## src/rtl/cpri_tx_pkg_sched.sv

```systemverilog
// Round-robin packet scheduler sharing one CPRI TX buffer write port among four UL packers.
// Latency: grant 1 cycle after request is sampled in IDLE; granted beats forwarded 1 cycle after input.
// Backpressure: no grant while buffer credit is zero; a grant held TIMEOUT cycles without wlast is aborted.
module cpri_tx_pkg_sched #(
    parameter int NUM_REQ = 4,
    parameter int ADDR_W  = 7,
    parameter int DATA_W  = 64,
    parameter int NUM_BUF = 4,
    parameter int TIMEOUT = 256
) (
    input  logic                              clk,
    input  logic                              rst_n,
    input  logic [NUM_REQ-1:0]                i_req,
    output logic [NUM_REQ-1:0]                o_gnt,
    input  logic [NUM_REQ-1:0]                i_wen,
    input  logic [NUM_REQ*ADDR_W-1:0]         i_waddr,
    input  logic [NUM_REQ*DATA_W-1:0]         i_wdata,
    input  logic [NUM_REQ-1:0]                i_wlast,
    input  logic                              i_buf_rel,
    output logic                              o_cpri_wen,
    output logic [$clog2(NUM_BUF)+ADDR_W-1:0] o_cpri_waddr,
    output logic [DATA_W-1:0]                 o_cpri_wdata,
    output logic                              o_cpri_wlast,
    output logic [$clog2(NUM_BUF):0]          o_credit,
    output logic                              o_timeout,
    output logic [1:0]                        o_timeout_id,
    output logic [15:0]                       o_pkt_cnt
);

    localparam int SLOT_W = $clog2(NUM_BUF);
    localparam int CRED_W = SLOT_W + 1;
    localparam int TMR_W  = $clog2(TIMEOUT);

    typedef enum logic [1:0] {
        IDLE  = 2'd0,
        XFER  = 2'd1,
        ABORT = 2'd2
    } state_t;

    state_t              state;
    state_t              state_nxt;
    logic [1:0]          cur_id;
    logic [1:0]          last_winner;
    logic [1:0]          pick_id;
    logic                pick_vld;
    logic                start;
    logic                done;
    logic                expire;
    logic                g_wen;
    logic                g_wlast;
    logic [ADDR_W-1:0]   g_waddr;
    logic [DATA_W-1:0]   g_wdata;
    logic [TMR_W-1:0]    timer;
    logic [SLOT_W-1:0]   slot_ptr;

    // Round-robin pick: first requester at or after last_winner+1.
    always_comb begin
        pick_vld = 1'b0;
        pick_id  = '0;
        for (int i = 1; i <= 4; i++) begin
            if (!pick_vld && i_req[2'(last_winner + 2'(i))]) begin
                pick_vld = 1'b1;
                pick_id  = 2'(last_winner + 2'(i));
            end
        end
    end

    // Select the granted packer's beat lane.
    always_comb begin
        g_wen   = i_wen[cur_id];
        g_wlast = i_wlast[cur_id];
        g_waddr = i_waddr[cur_id*ADDR_W +: ADDR_W];
        g_wdata = i_wdata[cur_id*DATA_W +: DATA_W];
    end

    // Scheduling events: new grant, packet completion, watchdog expiry.
    always_comb begin
        start  = (state == IDLE) && (o_credit != '0) && pick_vld;
        done   = (state == XFER) && g_wen && g_wlast;
        expire = (state == XFER) && !done && (timer == TMR_W'(TIMEOUT - 1));
    end

    // FSM state register.
    always_ff @(posedge clk or negedge rst_n) begin
        if (!rst_n) state <= IDLE;
        else        state <= state_nxt;
    end

    // FSM next-state logic.
    always_comb begin
        state_nxt = state;
        case (state)
            IDLE:    if (start) state_nxt = XFER;
            XFER: begin
                if (done)        state_nxt = IDLE;
                else if (expire) state_nxt = ABORT;
            end
            ABORT:   state_nxt = IDLE;
            default: state_nxt = IDLE;
        endcase
    end

    // Grant vector and owner index; grant drops on completion or expiry.
    always_ff @(posedge clk or negedge rst_n) begin
        if (!rst_n) begin
            o_gnt  <= '0;
            cur_id <= '0;
        end else if (start) begin
            o_gnt  <= NUM_REQ'(1) << pick_id;
            cur_id <= pick_id;
        end else if (done || expire) begin
            o_gnt  <= '0;
        end
    end

    // Watchdog timer: zero at grant, counts every XFER cycle.
    always_ff @(posedge clk or negedge rst_n) begin
        if (!rst_n)              timer <= '0;
        else if (start)          timer <= '0;
        else if (state == XFER)  timer <= timer + 1'b1;
    end

    // Forward the granted packer's beats with the slot pointer prepended.
    always_ff @(posedge clk or negedge rst_n) begin
        if (!rst_n) begin
            o_cpri_wen   <= 1'b0;
            o_cpri_wlast <= 1'b0;
            o_cpri_waddr <= '0;
            o_cpri_wdata <= '0;
        end else begin
            o_cpri_wen   <= (state == XFER) && g_wen;
            o_cpri_wlast <= done;
            if ((state == XFER) && g_wen) begin
                o_cpri_waddr <= {slot_ptr, g_waddr};
                o_cpri_wdata <= g_wdata;
            end
        end
    end

    // Slot pointer, packet count and credit bookkeeping.
    always_ff @(posedge clk or negedge rst_n) begin
        if (!rst_n) begin
            slot_ptr  <= '0;
            o_pkt_cnt <= '0;
            o_credit  <= CRED_W'(NUM_BUF);
        end else begin
            if (done) begin
                slot_ptr  <= slot_ptr + 1'b1;
                o_pkt_cnt <= o_pkt_cnt + 16'd1;
            end
            if (done && !i_buf_rel)
                o_credit <= o_credit - 1'b1;
            else if (i_buf_rel && !done && (o_credit != CRED_W'(NUM_BUF)))
                o_credit <= o_credit + 1'b1;
        end
    end

    // Round-robin pointer and abort reporting.
    always_ff @(posedge clk or negedge rst_n) begin
        if (!rst_n) begin
            last_winner  <= 2'd3;
            o_timeout    <= 1'b0;
            o_timeout_id <= '0;
        end else begin
            o_timeout <= (state == ABORT);
            if (state == ABORT) begin
                o_timeout_id <= cur_id;
                last_winner  <= cur_id;
            end else if (done) begin
                last_winner  <= cur_id;
            end
        end
    end

endmodule

```

## config.mk

```make
export PLATFORM = sky130hd
export DESIGN_NAME = cpri_tx_pkg_sched
export DESIGN_NICKNAME = d
export VERILOG_FILES = /design/src/rtl/cpri_tx_pkg_sched.sv
export SDC_FILE = /design/constraint.sdc
export NUM_CORES = 1
export LEC_CHECK = 0
export CAP_MARGIN = 30
export CORE_AREA = 2 2 156 158
export CTS_CLUSTER_DIAMETER = 30
export DETAILED_ROUTE_END_ITERATION = 16
export DIE_AREA = 0 0 158 160
export GPL_TIMING_DRIVEN = 0
export PLACE_DENSITY = 0.61
export SKIP_LAST_GASP = 1
export SYNTH_ARGS = -nofsm -noshare
export SYNTH_HDL_FRONTEND = slang
export SYNTH_SLANG_ARGS = --single-unit
```

## constraint.sdc

```tcl
create_clock -name clk -period 5.2 [get_ports clk]
set_clock_uncertainty 0.15 [all_clocks]
set_input_delay 0.52 -clock clk [delete_from_list [all_inputs] [get_ports clk]]
set_output_delay 0.52 -clock clk [all_outputs]
set_load 0.05 [all_outputs]
```

==> metrics.md <==
| Metric | Value |
|---|---|
| Post-CTS sizing | `0` |
| Site row count | `between 50 and 60` |
| Post-synthesis sequential area ratio | `0.4512` |
| Final Cell Area | `between 0.01 and 0.015 mm²` |
| Comb pwr share | `0.613` |
| Critical path arrival | `between 3 and 4 ns` |
| MaxCap Viol Count | `0` |
| Port Buf Inserts | `~400` |
| Synth top area share | `0.4391` |
| Layout cells sized above 1 | `0.2343` |
| DRT iter0 DRCs | `240` |
| CP max stage delay | `between 0.7 and 0.8 ns` |
| Die footprint | `roughly 0.025 mm²` |
| Primary FF master, synth | `dfrtp_1` |
| CTS sink count | `117` |
| CP Launch Type | `register` |
| Pre-antenna DRT Iters | `4` |
| Unique cell type count in the Yosys netlist | `42` |
| Slew HR | `0.3619` |
| Vias in the first global route | `5,829` |
| Fin. Hold Viols | `0` |
| Initial Util | `0.2728` |
| CP Max Fanout | `10` |
| Crit path time final | `2.968 ns` |
| Seq pwr share | `0.216` |
| Nets | `1,164` |
| Lkg Pwr | `4.536 nW` |
| Synth Cell Area | `between 0.006 and 0.007 mm²` |
| Grt ovf | `0` |
| Placement Cell Area | `between 0.01 and 0.015 mm²` |
| Hold Path Class | `register to register` |
| Synth async-reset ratio | `1.000` |
| PD cells | `approximately 630 mW/mm²` |
| Int Power | `~0.0041 W` |
| Core area | `0.02382 mm²` |
| CTS tree | `yes` |
| Clk buf depth | `2` |
| Switch share | `0.4343` |
| Final Cycle Share | `0.5707` |
| Max-slew violations | `0` |
| Commonest non-fill, non-tap cell in the layout | `clkdlybuf4s50_1` |
| Top cells by area, synth | `dfrtp_1 (44%), mux4_2 (25%), mux2_2 (13%), xnor2_1 (1.9%), xor2_1 (1.3%)` |
| CP Cell Sequence | `buf_2 -> buf_1 -> clkbuf_1 -> mux4_2 -> mux2_2` |
| CTS H-tree depth | `4` |
| Syn nets | `744` |
| CTS buffer count | `17` |
| Seq cells post-synth | `117` |
| First-pass GRT wire length | `36.18 mm` |
| CP max-delay cell | `clkbuf_1` |
| Fmax | `0.3370 GHz` |
| Post-synth EDFFs | `0` |
| Initial antenna violation count | `2` |
| Top Ports | `400` |
| HPWL after DPL | `between 20 and 25 mm` |
| Setup crit end kind | `register` |
| Syn_area_per_cell | `14.70 µm²` |
| Setup TNS Final | `0 ns` |
| Crit Path Category | `register to register` |
| Gr usage total | `0.1954` |
| Final core occ | `0.4856` |
| Worst-path clk slew | `~0.050 ns` |
| Via count | `5,589` |
| Area leader, netlist | `dfrtp_1` |
| Clock group share of total power | `0.171` |
| WP data required | `roughly 5.3 ns` |
| Most frequent cells in the layout | `clkdlybuf4s50_1 (398), dfrtp_1 (114), mux2_2 (77)` |
| Root Buffer | `clkbuf_16` |
| Vias per Instance | `around 4.7` |
| Largest net degree at the start of global routing | `between 60 and 70` |
| Worst skew pair latency | `0.41 ns` |
| DR DRC count | `0` |
| DRT Wirelength | `roughly 25 mm` |
| Outcome | `completed` |
| Finished Layout Cells | `roughly 1,200` |
| Peak supply drop | `between 0.4 and 0.5 mV` |
| Placed instance count | `~1,200` |
| Worst-Margin Slew | `between 0.9 and 1 ns` |
| Post-Syn Instances | `around 440` |
| Die height | `roughly 160 µm` |
| # setup viols final | `0` |
| Total power | `0.007234 W` |
| Syn. warnings | `0` |
| DR WL/cell | `20.84 µm` |
| Final GP Congestion | `0.8762` |
| Switching power | `0.003142 W` |
| Routed Antenna Nets | `0` |
| Die W | `roughly 160 µm` |
| RSZ-0062 raised after global routing | `false` |
| Layout area overhead | `78.01%` |
[routing by layer]
layer,up-vias,wire length [µm],global-route usage
li1,2551,-,-
met1,2793,10110,0.2376
met2,202,12430,0.3310
met3,41,1749,0.05129
met4,2,703,0.07371
met5,-,16,0
[cells in the mapped netlist (2+ instances only)]
cell type / count
a21oi_1: 8
and3_1: 5
and4_1: 2
buf_1: 2
buf_2: 14
buf_6: 3
clkbuf_1: 10
dfrtp_1: 114
dfstp_2: 3
ha_1: 2
inv_1: 6
inv_2: 2
mux2_2: 77
mux2i_1: 7
mux4_2: 71
nand2_1: 23
nand2b_1: 4
nand3_1: 10
nand3b_1: 3
nand4_1: 2
nor2_1: 12
nor2b_1: 2
nor3_1: 4
nor4_1: 2
nor4_4: 2
o21ai_0: 10
o22a_1: 2
o22ai_1: 2
o32ai_1: 2
or3_1: 2
xnor2_1: 14
xor2_1: 10
[per-stage QoR]
stage / worst slack [ns] / hold slack [ns]
4_1_cts: 2.146 / 0.3279
3_3_place_gp: -1.389 / 0.3102
3_5_place_dp: 2.183 / 0.3148
5_1_grt: 2.124 / 0.3381
6_report: 2.232 / 0.3259
2_1_floorplan: 2.659 / 0.07441
[worst max-delay path, delay by kind of cell (launching register included)]
kind	cells	cell delay, ns
mux	2	0.77
buf+inv	3	1.60
flops	1	0.33
[sequential cells by signal, summed over array words and instances, names as in the netlist]
name and flops:
cur_id 2, last_winner 2, o_cpri_waddr 9, o_cpri_wdata 64
o_cpri_wen 1, o_cpri_wlast 1, o_credit 3, o_gnt 4
o_pkt_cnt 16, o_timeout 1, o_timeout_id 2, slot_ptr 2
state 2, timer 8
[cell type report]
type / count / area, µm²
sequential: 117 / 2932
tap: 324 / 405.4
fill: 2190 / 12250
buffer: 31 / 161.4
multi-input combinational: 286 / 3374
antenna: 1 / 2.502
clock inverter: 9 / 150.1
inverter: 8 / 30.03
clock buffer: 23 / 478.0
timing repair buffer: 401 / 4033
[timing repair]
item / CTS / global route
endpoints found under the hold margin: 58 / 0
hold buffers: 1 / 0
setup endpoints to repair: 0 / 0
buffers inserted: 0 / 0
[power groups by stage]
| stage | combinational, W | clock (W) | sequential [W] |
|---|---|---|---|
| after global placement | 0.00447 | 0 | 0.00156 |
| after CTS | 0.00450 | 0.00128 | 0.00156 |
| after global routing | 0.00466 | 0.00132 | 0.00162 |
| after detailed placement | 0.00448 | 0 | 0.00158 |
| final | 0.00443 | 0.00124 | 0.00156 |
| after floorplan | 0.00174 | 0 | 0.00277 |
[final timing paths]
check	from	endpoint	slack, ns	cells past startpoint
min in group asynchronous	rst_n	o_gnt[0]$_DFFE_PN0P_	0.51	2
setup / recovery	cur_id[1]$_DFFE_PN0P_	o_cpri_wdata[45]$_DFFE_PN0P_	2.23	5
max in group asynchronous	rst_n	o_credit[2]$_DFFE_PN1P_	3.67	3
hold reg to reg	slot_ptr[1]$_DFFE_PN0P_	slot_ptr[1]$_DFFE_PN0P_	0.33	1
hold / removal	slot_ptr[1]$_DFFE_PN0P_	slot_ptr[1]$_DFFE_PN0P_	0.33	1
setup reg to reg	cur_id[1]$_DFFE_PN0P_	o_cpri_wdata[45]$_DFFE_PN0P_	2.23	5
[logic make-up (layout without fill, tap and decap cells)]
kind of cell | after synthesis | after routing | share of synthesized area
muxes | 155 | 155 | 0.3903
DFF | 117 | 117 | 0.4512
and+or+nand+nor | 78 | 78 | 0.06643
buffers and inverters | 39 | 472 | 0.02946
AOI/OAI and AO/OA | 26 | 26 | 0.02330
xor gates and xnor gates | 24 | 24 | 0.03235
adders and majority gates | 3 | 3 | 0.006932
other | 0 | 1 | 0
No activity file was read; power rests on OpenSTA's default activity.
